**src/rtl/cache_fill_fsm.sv**
```systemverilog
// Cache line fill controller: requests a WORDS-word line from pipelined memory and streams returns into the data array.
// Optional critical-word-first ordering is enabled by defining CRITICAL_WORD_FIRST_EN.
module cache_fill_fsm #(
    parameter int unsigned ADDR_W = 16,
    parameter int unsigned WORDS  = 8,
    parameter int unsigned OFFS_W = 4
) (
    input  logic              clk,
    input  logic              rst,
    input  logic              miss_detected,
    input  logic [ADDR_W-1:0] miss_address,
    input  logic              miss_way,
    input  logic              memory_data_valid,
    input  logic [15:0]       memory_data,
    output logic              fsm_busy,
    output logic              memory_req,
    output logic [ADDR_W-1:0] memory_address,
    output logic              write_data_array,
    output logic              write_tag_array,
    output logic              fill_way,
    output logic [WORDS-1:0]  word_enable,
    output logic [15:0]       data_out
);

    localparam int unsigned CNT_W = $clog2(WORDS + 1);
    localparam int unsigned IDX_W = $clog2(WORDS);
    localparam logic [ADDR_W-1:0] OFFS_MASK = ADDR_W'((1 << OFFS_W) - 1);

    typedef enum logic {
        IDLE = 1'b0,
        FILL = 1'b1
    } state_t;

    state_t            state;
    state_t            state_nxt;
    logic [ADDR_W-1:0] base;
    logic [CNT_W-1:0]  req_cnt;
    logic [IDX_W-1:0]  rcv_cnt;
    logic              way;
    logic              req_pending;
    logic              last_word;
    logic [IDX_W-1:0]  req_slot;
    logic [IDX_W-1:0]  req_idx;
    logic [IDX_W-1:0]  wr_idx;

    assign req_pending = (req_cnt < CNT_W'(WORDS));
    assign last_word   = (rcv_cnt == IDX_W'(WORDS - 1));
    // Once every request is out the address holds on the last word issued.
    assign req_slot    = req_pending ? req_cnt[IDX_W-1:0] : IDX_W'(WORDS - 1);

`ifdef CRITICAL_WORD_FIRST_EN
    logic [IDX_W-1:0] crit;

    // Index arithmetic wraps naturally at IDX_W bits, giving mod WORDS.
    assign req_idx = crit + req_slot;
    assign wr_idx  = crit + rcv_cnt;

    always_ff @(posedge clk or posedge rst) begin
        if (rst) begin
            crit <= '0;
        end else if (state == IDLE && miss_detected) begin
            crit <= miss_address[OFFS_W-1:1];
        end
    end
`else
    assign req_idx = req_slot;
    assign wr_idx  = rcv_cnt;
`endif

    // State register
    always_ff @(posedge clk or posedge rst) begin
        if (rst) begin
            state <= IDLE;
        end else begin
            state <= state_nxt;
        end
    end

    // Next-state logic
    always_comb begin
        state_nxt = state;
        case (state)
            IDLE:    if (miss_detected) state_nxt = FILL;
            FILL:    if (memory_data_valid && last_word) state_nxt = IDLE;
            default: state_nxt = IDLE;
        endcase
    end

    // Fill bookkeeping registers
    always_ff @(posedge clk or posedge rst) begin
        if (rst) begin
            base    <= '0;
            req_cnt <= '0;
            rcv_cnt <= '0;
            way     <= 1'b0;
        end else if (state == IDLE) begin
            if (miss_detected) begin
                base    <= miss_address & ~OFFS_MASK;
                way     <= miss_way;
                req_cnt <= '0;
                rcv_cnt <= '0;
            end
        end else begin
            if (req_pending) req_cnt <= req_cnt + CNT_W'(1);
            if (memory_data_valid) rcv_cnt <= rcv_cnt + IDX_W'(1);
        end
    end

    // Outputs: same-cycle response to memory returns, gated by state
    always_comb begin
        fsm_busy         = 1'b0;
        memory_req       = 1'b0;
        write_data_array = 1'b0;
        write_tag_array  = 1'b0;
        word_enable      = '0;
        data_out         = '0;
        fill_way         = way;
        memory_address   = base | (ADDR_W'(req_idx) << 1);
        if (state == FILL) begin
            fsm_busy   = 1'b1;
            memory_req = req_pending;
            if (memory_data_valid) begin
                write_data_array = 1'b1;
                word_enable      = WORDS'(1) << wr_idx;
                data_out         = memory_data;
                write_tag_array  = last_word;
            end
        end
    end

endmodule
```
**config.mk**
```make
export PLATFORM = sky130hd
export DESIGN_NAME = cache_fill_fsm
export DESIGN_NICKNAME = d
export VERILOG_FILES = /design/src/rtl/cache_fill_fsm.sv
export SDC_FILE = /design/constraint.sdc
export NUM_CORES = 1
export LEC_CHECK = 0
export CORE_MARGIN = 2
export CORE_UTILIZATION = 36
export CTS_BUF_LIST = sky130_fd_sc_hd__clkbuf_4 sky130_fd_sc_hd__clkbuf_8
export DETAILED_ROUTE_END_ITERATION = 8
export GPL_TIMING_DRIVEN = 0
export PLACE_DENSITY = 0.87
export SYNTH_ARGS = -nofsm -noshare
export SYNTH_HDL_FRONTEND = slang
export SYNTH_SLANG_ARGS = --single-unit
```
**constraint.sdc**
```tcl
create_clock -name clk -period 1.3 [get_ports clk]
set_input_delay 0.13 -clock clk [delete_from_list [all_inputs] [get_ports clk]]
set_output_delay 0.13 -clock clk [all_outputs]
set_load 0.005 [all_outputs]
```
==> results_dict.tcl <==
set metrics [dict create \
    synth_async_sr_flop_share 1.00 \
    drt_pass1_iterations 4 \
    power_uw 5020 \
    routabilityCongestion 0.734 \
    cp_data_required_time_ns 1.17 \
    r2r-end "base[9]$_DFFE_PP0P_" \
    dp_slack_ns -0.553 \
    die_w_um 61.9 \
    overflow 0 \
    hold_viol_final 0 \
    grtUsageTotal 0.223 \
    synth_top_area_cell "dfrtp_1" \
    multi_input_area_um2 811 \
    syn-num-nets 154 \
    maxSlewViolCount 0 \
    clockBufferDepth 2 \
    synth_edf_count 0 \
    area_growth_pct 118 \
    cts_hold_buf 0 \
    worst-setup-path-type "reg -> out" \
    syn_avg_cell_area_um2 11.0 \
    die-area_um2 3830 \
    layout-drive-gt1-share 0.584 \
    synthTopCellsByArea "dfrtp_1 (44%), and3_1 (11%), mux2_4 (11%)" \
    diodes 0 \
    routed_wl_mm 4.63 \
    violations "setup timing" \
    cp.arrival_ns 1.48 \
    fin_nets 266 \
    rsz0062_at_grt "yes" \
    period_needed_ns 1.61 \
    synth_most_common_cell "and3_1" \
    netlist_area_um2 1210 \
    start_util 0.367 \
    drtIter0Drc 35 \
    ys_seq_area_frac 0.436 \
    ys_types 28 \
    status "finished with violations" \
    num_io_pins 82 \
    core_um2 3280 \
    max-cap-violations 0 \
    setup_viol 43 \
    clockRootBuffer "clkbuf_4" \
    cts_tree "yes" \
    clk_latency_ns 0.32 \
    clock_sinks 21 \
    min-delay-path-class "in -> async" \
    nFillCells 185 \
    numCtsBuffers 3 \
    synth_flop_cell "dfrtp_1" \
    dp_hpwl_mm 2.45 \
    fin_crit_sh 1.24 \
    num_vias 1287 \
    endpoint_kind "output pin" \
    worst-path-max-fanout 3 \
    synthTopCellsByCount "and3_1 (22), dfrtp_1 (21), mux2_4 (9)" \
    rr_startpoint "state$_DFF_PP0_" \
    design_area_um2 2640 \
    yosys_warnings 0 \
    p_leak_uw 0.00131 \
    drc 0 \
    final_antenna_net_count 0 \
    grt_max_degree 22 \
    grt_pass1_vias 1246 \
    critPathLaunchType "flop" \
    fin_skew_ns 0.0113 \
    synth_seq_cells 21 \
    setup_slack_ns -0.313 \
    via_per_inst 4.82 \
    drt-wirelength-per-cell_um 17.4 \
    slew-limit-headroom 0.479 \
    crit_start "rcv_cnt[1]$_DFFE_PP0P_" \
    seqCellArea_um2 528 \
    rows 21 \
    h-tree-depth 1 \
    r2r_setup_slack_ns -0.20 \
    power_density_nw_per_um2 1900 \
    reg2reg_depth 6 \
    final_core_util 0.802 \
    place_area_um2 2020 \
    syn_inst 110 \
    antenna_found_initial 0 \
    clkSlewWorstSetupHoldPaths_ns 0.12 \
    ir_drop_uv 1370 \
    synth_top_area_frac 0.436 \
    die_h_um 61.9 \
    fmax_mhz 620 \
    port_buffers 76 \
    worst_slew_pin_slew_ns 0.781 \
    grt_pass1_wl_mm 6.14 \
]
[worst max-delay path, cell delays in order, from the launching register on]
cell and delay (ns):
dfrtp_1 0.45, ha_4 0.20, ha_4 0.15, and3_4 0.15, buf_6 0.11, buf_6 0.10
[layout make-up]
cell class | instances | area share
timing repair buffer | 110 | 0.422
multi-input combinational | 74 | 0.308
sequential | 21 | 0.200
buffer | 7 | 0.0271
tap | 46 | 0.0218
inverter | 5 | 0.0109
clock buffer | 3 | 0.00855
clock inverter | 1 | 0.00190
[report_power, final]
part           internal (uW)  switching [uW]
Sequential               983             231
Clock                    115             208
Combinational           2230            1250
Total                   3320            1690
[logic make-up after synthesis]
logic type / synth area share
AOI/OAI and AO/OA: 0.0539
xor gates and xnor gates: 0.00726
adders and majority gates: 0.0726
buffers and inverters: 0.0757
DFF: 0.436
muxes: 0.158
other: 0.00311
and+or+nand+nor: 0.194
[flip-flops by register name, indices dropped and copies added (netlist names)]
register and cells:
req_cnt 4, rcv_cnt 3, state 1, base 12, fill_way 1
[what timing repair did]
item	in CTS	in global routing
endpoints found under the hold margin	0	0
setup endpoints to repair	48	53
pin swaps	6	4
setup buffers	22	10
gates resized for setup	211	42
cloned	3	0
[stage by stage]
step / hold WS [ns] / setup TNS [ns] / std cells
6_report: 0.256 / -6.85 / 267
5_1_grt: 0.325 / -8.36 / 267
4_1_cts: 0.281 / -5.53 / 260
3_5_place_dp: 0.492 / -16.01 / 232
3_3_place_gp: 0.489 / -15.48 / 232
2_1_floorplan: 0.107 / 0 / 110
[how the worst max path moves through the flow]
stage                                       to  cells past startpoint
final                           word_enable[7]                      5
after global placement          word_enable[1]                      5
after global routing            word_enable[7]                      5
after CTS                       word_enable[7]                      5
after detailed placement        word_enable[1]                      5
after floorplan           base[10]$_DFFE_PP0P_                      4
[routing by layer]
layer,global-route usage,up-vias,part of all wire
met5,0,-,0
met4,0.0699,0,0.024
met3,0.0621,12,0.058
met2,0.402,47,0.54
met1,0.255,630,0.38
li1,-,598,-
[cells in the final DEF, fill, tap and decap left out, types with 3 or more instances in the layout]
cell	count
buf_8	3
clkdlybuf4s50_1	32
or2_4	3
nor2_1	6
and3_4	19
buf_6	39
nand2_1	3
mux2_4	13
dfrtp_1	19
dlymetal6s2s_1	7
clkbuf_4	3
buf_2	8
dlygate4sd2_1	6
ha_4	5
buf_4	20
and3_1	3
Power figures use the tool's default switching activity.
